`src/rtl/key_event_ctrl.sv`:
```
// -----------------------------------------------------------------------------
// key_event_ctrl
//
// Sequencer/arbiter behind the multi-key debouncer. Watches the debounced key
// levels and detects each key release. It classifies a release as a long press
// when the key was held for at least LONG_CNT cycles, otherwise as a short press.
// It holds at most one pending event per key. Events are issued one at a time to
// the downstream consumer. When several events are pending, the lowest key index
// is served first.
//
// Handshake: evt_valid/evt_id/evt_long form a registered valid/ready source.
// An event transfers on a rising edge where evt_valid & evt_ready are both high.
// Once evt_valid is raised, evt_id and evt_long hold steady until that transfer.
// The consumer may raise evt_ready at any time. evt_ready is ignored while
// evt_valid is low.
//
// Ports
//   clk        system clock, all logic on the rising edge
//   rst        synchronous reset, active-high
//   key_down   debounced key levels, 1 = pressed
//   evt_valid  event presented on evt_id / evt_long
//   evt_ready  consumer accepts the presented event
//   evt_id     index of the key that generated the event
//   evt_long   1 = long press, 0 = short press
//   evt_drop   one-cycle pulse per key: a release was lost because that key
//              already had an event pending
// -----------------------------------------------------------------------------
module key_event_ctrl #(
    parameter  int KEY_W    = 3,
    parameter  int LONG_CNT = 100,
    localparam int CNT_W    = $clog2(LONG_CNT + 1),
    localparam int ID_W     = (KEY_W > 1) ? $clog2(KEY_W) : 1
) (
    input  logic             clk,
    input  logic             rst,
    input  logic [KEY_W-1:0] key_down,
    output logic             evt_valid,
    input  logic             evt_ready,
    output logic [ID_W-1:0]  evt_id,
    output logic             evt_long,
    output logic [KEY_W-1:0] evt_drop
);

    typedef enum logic {
        IDLE    = 1'b0,
        PRESENT = 1'b1
    } state_t;

    state_t state;

    logic [KEY_W-1:0] key_d;
    logic [KEY_W-1:0] pending;
    logic [KEY_W-1:0] pend_long;
    logic [CNT_W-1:0] hold_cnt [KEY_W];

    logic [KEY_W-1:0] release_v;
    logic [KEY_W-1:0] long_v;
    logic [KEY_W-1:0] pick_oh;
    logic [ID_W-1:0]  pick_id;
    logic             any_pend;
    logic             take;
    logic [KEY_W-1:0] grant_oh;
    logic [KEY_W-1:0] store_v;
    logic [KEY_W-1:0] drop_v;

    // A release is the falling edge of the debounced level.
    assign release_v = key_d & ~key_down;

    // The counter saturates at LONG_CNT, so "long" means held at least LONG_CNT cycles.
    always_comb begin
        long_v = '0;
        for (int i = 0; i < KEY_W; i++) begin
            long_v[i] = (hold_cnt[i] == CNT_W'(LONG_CNT));
        end
    end

    // Fixed priority: the lowest set bit of pending wins.
    assign pick_oh  = pending & (~pending + KEY_W'(1));
    assign any_pend = |pending;

    always_comb begin
        pick_id = '0;
        for (int i = KEY_W - 1; i >= 0; i--) begin
            if (pending[i]) begin
                pick_id = ID_W'(i);
            end
        end
    end

    // A pending event is granted when the output slot is empty (IDLE) or is being
    // emptied this edge (PRESENT with ready). Back-to-back grants keep one
    // event per cycle flowing.
    assign take     = any_pend && ((state == IDLE) || evt_ready);
    assign grant_oh = take ? pick_oh : '0;

    // If a key is released on the same edge that its pending entry is granted,
    // the pending slot frees up. The new release is then stored, not dropped.
    assign store_v = release_v & (~pending | grant_oh);
    assign drop_v  = release_v & pending & ~grant_oh;

    // Hold counters: count while pressed, saturate, clear when released.
    always_ff @(posedge clk) begin
        for (int i = 0; i < KEY_W; i++) begin
            if (rst || !key_down[i]) begin
                hold_cnt[i] <= '0;
            end else if (hold_cnt[i] != CNT_W'(LONG_CNT)) begin
                hold_cnt[i] <= hold_cnt[i] + CNT_W'(1);
            end
        end
    end

    // Edge detect, pending bookkeeping and the output FSM.
    always_ff @(posedge clk) begin
        if (rst) begin
            state     <= IDLE;
            key_d     <= '0;
            pending   <= '0;
            pend_long <= '0;
            evt_valid <= 1'b0;
            evt_id    <= '0;
            evt_long  <= 1'b0;
            evt_drop  <= '0;
        end else begin
            key_d     <= key_down;
            evt_drop  <= drop_v;
            pending   <= (pending & ~grant_oh) | store_v;
            pend_long <= (pend_long & ~store_v) | (long_v & store_v);

            case (state)
                IDLE: begin
                    if (any_pend) begin
                        state     <= PRESENT;
                        evt_valid <= 1'b1;
                        evt_id    <= pick_id;
                        evt_long  <= |(pend_long & pick_oh);
                    end
                end
                PRESENT: begin
                    if (evt_ready) begin
                        if (any_pend) begin
                            evt_id   <= pick_id;
                            evt_long <= |(pend_long & pick_oh);
                        end else begin
                            state     <= IDLE;
                            evt_valid <= 1'b0;
                        end
                    end
                end
                default: begin
                    state     <= IDLE;
                    evt_valid <= 1'b0;
                end
            endcase
        end
    end

endmodule
```
`config.mk`:
```
export PLATFORM = sky130hd
export DESIGN_NAME = key_event_ctrl
export DESIGN_NICKNAME = d
export VERILOG_FILES = /design/src/rtl/key_event_ctrl.sv
export SDC_FILE = /design/constraint.sdc
export NUM_CORES = 1
export LEC_CHECK = 0
export ABC_AREA = 1
export CAP_MARGIN = 20
export CORE_UTILIZATION = 38
export DETAILED_ROUTE_END_ITERATION = 12
export GPL_ROUTABILITY_DRIVEN = 0
export SLEW_MARGIN = 20
export SYNTH_ARGS = -nofsm -noshare
export SYNTH_HDL_FRONTEND = slang
export SYNTH_SLANG_ARGS = --single-unit
```
`constraint.sdc`:
```
create_clock -name clk -period 1.66 [get_ports clk]
set_input_delay 0.332 -clock clk [delete_from_list [all_inputs] [get_ports clk]]
set_output_delay 0.332 -clock clk [all_outputs]
set_load 0.02 [all_outputs]
```
==> results of run 1 <==
[cells by family (layout without fill, tap and decap cells)]
logic type / Yosys count / after routing / share of synthesized area (%)
compound gates: 18 / 18 / 5.20
simple gates: 112 / 112 / 27.9
xor+xnor: 3 / 3 / 1.46
fa+ha+maj: 6 / 6 / 4.16
flops: 38 / 38 / 53.8
buf+inv: 35 / 62 / 7.49
[flip-flops by register name, indices dropped and copies added (netlist names), named ones only]
register / count
evt_long: 1
key_d: 3
evt_id: 2
evt_valid: 1
pending: 3
hold_cnt: 21
state: 1
evt_drop: 3
[synthesized netlist by cell type, drive strengths merged]
cell type | instances | share of area [%]
nor3b | 5 | 2.1
inv | 34 | 7.1
buf | 1 | 0.42
a21oi | 14 | 4.1
nand2 | 46 | 10
o21ai | 4 | 1.1
nand3 | 20 | 5.8
nand4 | 1 | 0.35
ha | 6 | 4.2
nor2 | 35 | 7.4
nor3 | 4 | 1.4
dfxtp | 17 | 19
xor2 | 2 | 0.97
nand3b | 1 | 0.42
xnor2 | 1 | 0.49
edfxtp | 21 | 35
[worst register-to-register path: cells and delay by family, from the launching register on]
kind,cells,cell delay [ps]
AND/OR/NAND/NOR,5,590
flip-flops,1,420
adder cells (fa/ha/maj),1,140
buffers and inverters,1,80
[cell usage in the layout (no fill, tap or decap)]
cell type / instances
nand2_1: 42
inv_1: 34
nor2_1: 34
edfxtp_1: 21
nand3_1: 19
dfxtp_1: 17
a21oi_1: 13
clkdlybuf4s50_1: 12
buf_4: 8
ha_1: 6
nor3b_1: 5
clkbuf_8: 5
o21ai_0: 4
nand2_2: 3
nor3_1: 3
clkbuf_1: 3
xor2_1: 2
nor2_2: 1
nand3b_1: 1
xnor2_1: 1
nand2_4: 1
nand3_2: 1
a21oi_2: 1
nor3_2: 1
nand4_1: 1
[cell type report]
class / instances / area [um2] / share of cell area, %
clock buffer: 8 / 80.1 / 3.77
inverter: 34 / 128 / 6.01
multi-input combinational: 139 / 698 / 32.9
sequential: 38 / 971 / 45.8
tap: 52 / 65.1 / 3.07
timing repair buffer: 20 / 180 / 8.49
[per-stage QoR]
step                setup slack [ps]  util, %  power (mW)  cells  area [um2]
floorplan                        325        -        1.14    212        1800
global placement                57.1     45.9        1.20    283        2040
detailed placement              24.9     45.9        1.20    283        2040
CTS                             83.5     47.7        1.81    291        2120
global route                    7.28     47.7        1.88    291        2120
finish                          80.6     47.7        1.79    291        2120
[worst paths after layout]
| kind | to | slack [ps] | startpoint |
|---|---|---|---|
| max | evt_id[0] | 80 | evt_id[0] |
| min | evt_id[1] | 470 | evt_id[1] |
| max reg2reg | hold_cnt[1][5] | 160 | hold_cnt[1][1] |
| min reg2reg | evt_id[1] | 470 | evt_id[1] |
[routing by layer]
metal / GRT usage, % / vias to the layer above
met5: 0 / -
met4: 5.33 / 0
met3: 5.13 / 5
met2: 21.6 / 14
met1: 18.7 / 591
li1: - / 732
[where the power goes]
part	switching [mW]	internal [mW]
Combinational	0.0828	0.0615
Clock	0.316	0.299
Sequential	0.0172	1.01
Total	0.416	1.37
==> impl_metrics.toml, run 1 <==
[sta]
finalHoldViolations = 0
setup_total_negative_slack_ps = 0
period_share_pct = 95.1
timing_max_transition_violations_final = 0
period_minus_slack_ps = 1580
timing.clock.skew_ps = 8.04
max_freq_ghz = 0.633
setup_violations = 0
worst_hold_slack_ps = 468
tightestPinTransition_ps = 265
setup_repair_after_global_routing_missed_its_margin = "false"
slew-limit-headroom_pct = 82.3

[status]
status = "complete, no violations"

[setup_path]
worst-path-max-fanout = 2
number_of_logic_stages_on_the_critical_path_including_buffering = 1
timing.critical_path.required_ps = 1330
critPathSlowestCell = "clkdlybuf4s50_1"
startpoint_type = "register"
worstPathCellList = "clkdlybuf4s50_1"
arrival_ps = 1250
endpoint_kind = "output port"
r2r_cells = 7
cpPeakStageDelay_ps = 610
timing_worst_setup_path_type = "reg -> out"
cp_top_family = "buffers and inverters"
critical_path_buf_inv_count = 1

[placed_design]
placement.io_buffers = 12
dp_hpwl_um = 2190

[route]
wl_um = 2990
route.met3.wl_um = 109
vias_per_cell = 4.61
routedWlPerCell_um = 10.3
maxUsedRoutingLayer = "met4"
drt_pass1_iterations = 6
met2RoutedLength_um = 1310
met1_length_um = 1520
drtIter0Drc = 48
vias = 1342
drc = 0
antenna_left = 0

[layout]
antenna_cells = 0
nFillCells = 440
area.growth.synth_to_final_pct = 17.6
final_net_count = 250
drive_above_1_share_pct = 8.79

[cts]
numClockSinks = 38
postCtsSetupBuffers = 0
cts_repair_resize_count = 0
cts_made_buffers = 5
cts_tree = "done"
path_clk_slew_ps = 70
h_tree_depth_reported_by_cts = 2
cts_hold_buffers = 0
max-clock-path-buffers = 2
cts.root.buffer_cell = "clkbuf_8"
worstSkewPairLatency_ps = 290

[synth]
mappedNetlistArea_mm2 = 0.00180
synth.net_count = 224
synth-warning-count = 0
register_bit_count_reported_by_yosys = 38
syn-instance-count = 212
post_synth.cell_area_avg_um2 = 8.51
unique_cell_type_count_in_the_yosys_netlist = 22
ys_seq_area_share_pct = 53.8

[grt]
antenna_found_initial = 0
grt_start_max_net_pins = 12
grt_pass1_vias = 1290
first_pass_grt_wire_length_um = 5480
groute.usage.overall_pct = 14.2
global_route.overflow_total = 0

[power]
power-per-cell-area_mw_per_mm2 = 843
leakagePower_nw = 0.847
max-vdd-ir-drop_v = 0.000639

[min_path]
worst_hold_path.num_cells = 2
holdCritPathClass = "reg -> reg"

[flow_run]
drv_cap = 0

[die]
initial_utilization_pct = 40.6
floorplan.die_area_mm2 = 0.00503
die_height_um = 70.9
top_level_ports = 13
coreArea_mm2 = 0.00444
floorplan.die.width_um = 70.9
placementRows = 24
Power figures use the tool's default switching activity.
==> run 2, diff against run 1 <==
Settings changed: CTS_CLUSTER_SIZE set to 20, MAX_ROUTING_LAYER set to met4.
==> run 2 against run 1 <==
Sequential share of layout area unchanged. Via count unchanged. Final cell count unchanged. Cell area unchanged. Largest power group unchanged. Sequential cell count unchanged. Combinational power about the same. Setup slack about the same. Critical path depth unchanged. First-iteration DRC count up 6.3%. Routed wire length about the same. Clock skew about the same.
==> impl_metrics.toml, run 2 (synthesized netlist as in run 1, its figures left out) <==
[cts]
worstSkewPairLatency_ps = 290
cts_tree = "done"
cts_hold_buffers = 0
cts.root.buffer_cell = "clkbuf_8"
max-clock-path-buffers = 2
cts_made_buffers = 5
numClockSinks = 38
postCtsSetupBuffers = 0
h_tree_depth_reported_by_cts = 2
cts_repair_resize_count = 0
path_clk_slew_ps = 70

[power]
power-per-cell-area_mw_per_mm2 = 843
max-vdd-ir-drop_v = 0.000639
leakagePower_nw = 0.847
power_frac_comb_pct = 8.1
pwr-share-clk_pct = 34.3
netSwitchingFraction_pct = 23.2
internal_cell_power_mw = 1.37
power.share.sequential_pct = 57.6
power_switching_uw = 416

[grt]
antenna_found_initial = 0
grt_start_max_net_pins = 12
grt_pass1_vias = 1290
groute.usage.overall_pct = 14.7
global_route.overflow_total = 0
first_pass_grt_wire_length_um = 5470

[route]
vias_per_cell = 4.61
routedWlPerCell_um = 10.3
drc = 0
vias = 1342
drt_pass1_iterations = 6
wl_um = 2990
drtIter0Drc = 51
antenna_left = 0

[setup_path]
cpPeakStageDelay_ps = 610
critical_path_buf_inv_count = 1
timing.critical_path.required_ps = 1330
cp_top_family = "buffers and inverters"
worstPathCellList = "clkdlybuf4s50_1"
critPathSlowestCell = "clkdlybuf4s50_1"
timing_worst_setup_path_type = "reg -> out"
startpoint_type = "register"
worst-path-max-fanout = 2
arrival_ps = 1250
endpoint_kind = "output port"

[placed_design]
dp_hpwl_um = 2190
post-place-cells = 283
placement.io_buffers = 12
detailedPlace.worstSlack_ps = 24.9

[min_path]
holdCritPathClass = "reg -> reg"

[sta]
timing_max_transition_violations_final = 0
setup_repair_after_global_routing_missed_its_margin = "false"
finalHoldViolations = 0
max_freq_ghz = 0.633
slew-limit-headroom_pct = 82.3
timing.clock.skew_ps = 8.04
tightestPinTransition_ps = 265
period_minus_slack_ps = 1580
setup_violations = 0
period_share_pct = 95.2
setup_total_negative_slack_ps = 0
layout_setup_ws_ps = 80.3

[layout]
antenna_cells = 0
final_net_count = 250
largest_register_ffs = 21
post_layout_nonfiller_instances = 291
area.growth.synth_to_final_pct = 17.6
final_common_cell = "nand2_1"
drive_above_1_share_pct = 8.79
top_register = "hold_cnt"
mostFrequentLayoutCells = "42 x nand2_1, 34 x inv_1, 34 x nor2_1"

[status]
status = "complete, no violations"

[flow_run]
drv_cap = 0

[die]
die_height_um = 70.9
top_level_ports = 13
initial_utilization_pct = 40.6
placementRows = 24
floorplan.die_area_mm2 = 0.00503
floorplan.die.width_um = 70.9
coreArea_mm2 = 0.00444
[run 2: cell counts in the layout (fill, tap and decap cells not counted)]
No cell type changed its count.
[run 2: power by group through the flow]
stage	Combinational [mW]	Sequential (mW)	Clock, mW
after floorplan	0.0822	1.06	0
after global placement	0.145	1.05	0
after detailed placement	0.146	1.05	0
after CTS	0.147	1.03	0.628
after global routing	0.167	1.03	0.680
final	0.144	1.03	0.614
[run 2: worst register-to-register path, stage by stage, from the launching register on]
cell	delay, ps
edfxtp_1	420
inv_1	80
ha_1	140
nand2_1	60
nor2_1	150
nand2_1	80
nand2_1	220
nor3b_1	80
[run 2: worst paths after layout]
| path | end | slack (ps) | start | cells past startpoint |
|---|---|---|---|---|
| worst min-delay path | evt_id[1] | 470 | evt_id[1] | 2 |
| worst max register to register | hold_cnt[1][5] | 160 | hold_cnt[1][1] | 7 |
| worst max-delay path | evt_id[0] | 80 | evt_id[0] | 1 |
| worst min register to register | evt_id[1] | 470 | evt_id[1] | 2 |
[run 2: layout make-up]
cell class	instances	area (um2)
Tap cell	52	65.1
Multi-Input combinational cell	139	698
Fill cell	440	2320
Clock buffer	8	80.1
Timing Repair Buffer	20	180
Sequential cell	38	971
Inverter	34	128
[run 2: stage by stage]
step | instance area [um2] | utilization, % | hold slack [ps] | total power [mW]
floorplan | 1800 | - | 427 | 1.14
global placement | 2040 | 45.9 | 455 | 1.20
detailed placement | 2040 | 45.9 | 460 | 1.20
CTS | 2120 | 47.7 | 473 | 1.81
global route | 2120 | 47.7 | 524 | 1.88
finish | 2120 | 47.7 | 468 | 1.79
[run 2: routing by layer]
metal  share of wire, %  track usage, %  up-vias
met3                3.6            5.13        5
li1                   -               -      732
met4                1.7            5.33        0
met1                 51            18.7      591
met2                 44            21.6       14
met5                  0               -        -
==> run 3, diff against run 2 <==
--- a/config.mk
+++ b/config.mk
@@ -9,3 +9,3 @@
 export CAP_MARGIN = 20
-export CORE_UTILIZATION = 38
+export CORE_UTILIZATION = 57
 export CTS_CLUSTER_SIZE = 20
@@ -14,2 +14,3 @@
 export MAX_ROUTING_LAYER = met4
+export PLACE_DENSITY = 0.78
 export SLEW_MARGIN = 20
--- a/constraint.sdc
+++ b/constraint.sdc
@@ -3,2 +3,2 @@
 set_output_delay 0.332 -clock clk [all_outputs]
-set_load 0.02 [all_outputs]
+set_load 0.005 [all_outputs]
==> run 3 against run 2 <==
Register-to-register slack improved by 20 ps. Clock skew is 2.3 ps higher. Sequential cell count did not move. Cell area fell by 1.4%. Via count rose by 6.0%. Setup slack improved by 45 ps. Total power decreased by 1.2%. Largest power group unchanged.
==> impl_metrics.toml, run 3 (synthesized netlist as in run 1, its figures left out) <==
[setup_path]
regToRegStartpoint = "hold_cnt[0][0]"
r2r_setup_slack_ps = 180
worst-path-max-fanout = 2
critical_path_buf_inv_count = 1
setup.worst_path.start = "evt_long"
cp_top_family = "buffers and inverters"
cpPeakStageDelay_ps = 500
startpoint_type = "register"
worstPathCellList = "clkdlybuf4s50_1"
timing.critical_path.required_ps = 1330
timing_worst_setup_path_type = "reg -> out"
arrival_ps = 1200
endpoint_kind = "output port"
critPathSlowestCell = "clkdlybuf4s50_1"
worst_r2r_endpoint = "hold_cnt[0][6]"
r2r_cells = 7

[cts]
max-clock-path-buffers = 2
path_clk_slew_ps = 120
postCtsSetupBuffers = 0
cts.root.buffer_cell = "clkbuf_4"
h_tree_depth_reported_by_cts = 2
cts_made_buffers = 5
cts_tree = "done"
numClockSinks = 38
worstSkewPairLatency_ps = 350

[die]
initial_utilization_pct = 59.6
coreArea_mm2 = 0.00303
floorplan.die.width_um = 58.3
top_level_ports = 13
die_height_um = 58.3
placementRows = 20
floorplan.die_area_mm2 = 0.00339

[status]
status = "complete, no violations"

[sta]
timing.clock.skew_ps = 10.3
max_freq_ghz = 0.651
setup_total_negative_slack_ps = 0
slew-limit-headroom_pct = 81.7
finalHoldViolations = 0
setup_violations = 0
tightestPinTransition_ps = 273
period_minus_slack_ps = 1540
setup_repair_after_global_routing_missed_its_margin = "false"
timing_max_transition_violations_final = 0
period_share_pct = 92.5

[grt]
antenna_found_initial = 0
groute.usage.overall_pct = 21.9
grt_pass1_vias = 1318
grt_start_max_net_pins = 13
global_route.overflow_total = 0
first_pass_grt_wire_length_um = 5380

[layout]
largest_register_ffs = 21
area.growth.synth_to_final_pct = 16.0
antenna_cells = 0
layout.core_utilization_pct = 69.1
final_net_count = 247
final_common_cell = "nand2_1"
top_register = "hold_cnt"
mostFrequentLayoutCells = "41 x nand2_1, 34 x inv_1, 34 x nor2_1"
drive_above_1_share_pct = 8.90
nFillCells = 238

[route]
drc = 0
routedWlPerCell_um = 11.1
vias = 1422
drtIter0Drc = 80
wl_um = 3110
drt_pass1_iterations = 4
antenna_left = 0
vias_per_cell = 5.08

[min_path]
worst_hold_path.num_cells = 2
hp-start = "evt_id[0]"
hold_end = "evt_id[0]"
holdCritPathClass = "reg -> reg"

[power]
power-per-cell-area_mw_per_mm2 = 845
leakagePower_nw = 0.837
max-vdd-ir-drop_v = 0.000575

[placed_design]
placement.io_buffers = 12
dp_hpwl_um = 2340

[flow_run]
drv_cap = 0
-- run 3: worst max path at each step --
stage                     depth (start not counted)  slack, ps             end
final                                             1        120        evt_long
after global routing                              7         40  hold_cnt[0][1]
after detailed placement                          4        -30  hold_cnt[1][4]
after floorplan                                   7        320  hold_cnt[0][6]
after CTS                                         1        110       evt_valid
after global placement                            4         30  hold_cnt[0][3]
-- run 3: per-layer routing --
metal | global-route usage (%) | share of wire (%)
met1 | 24.2 | 43
met3 | 7.37 | 4.6
met2 | 36.8 | 51
met5 | - | 0
met4 | 8.16 | 1.3
-- run 3: tightest hold or removal path: cells and delay by family, from the launching register on --
kind,cells,cell delay [ps]
simple gates,1,60
flops,1,330
compound gates,1,50
-- run 3: what timing repair did --
item,in CTS,in global routing
hold endpoints to repair,0,0
resized for setup,0,1
setup endpoints to repair,0,1
hold buffers,0,0
-- run 3: power by group --
part | internal (mW) | total, mW | leakage, nW | switching [mW]
combinational | 0.0601 | 0.132 | 0.397 | 0.0723
clock | 0.299 | 0.602 | 0.0437 | 0.302
sequential | 1.01 | 1.03 | 0.396 | 0.0203
total | 1.37 | 1.77 | 0.837 | 0.395
-- run 3: per-stage QoR --
stage	hold slack (ps)	std cells	power [mW]	cell area (um2)	worst slack [ps]
final	465	280	1.77	2090	125
after global routing	489	280	1.84	2090	38.5
after CTS	470	280	1.78	2090	110
after detailed placement	452	272	1.19	2010	-31.1
after global placement	446	272	1.18	2010	30.1
after floorplan	427	212	1.13	1800	325
-- run 3: cell type report --
| type | instances | area, um2 | area share, % |
|---|---|---|---|
| sequential | 38 | 971 | 46.4 |
| tap | 44 | 55.1 | 2.63 |
| timing repair buffer | 17 | 158 | 7.54 |
| inverter | 34 | 128 | 6.10 |
| multi-input combinational | 139 | 701 | 33.5 |
| clock buffer | 8 | 80.1 | 3.83 |
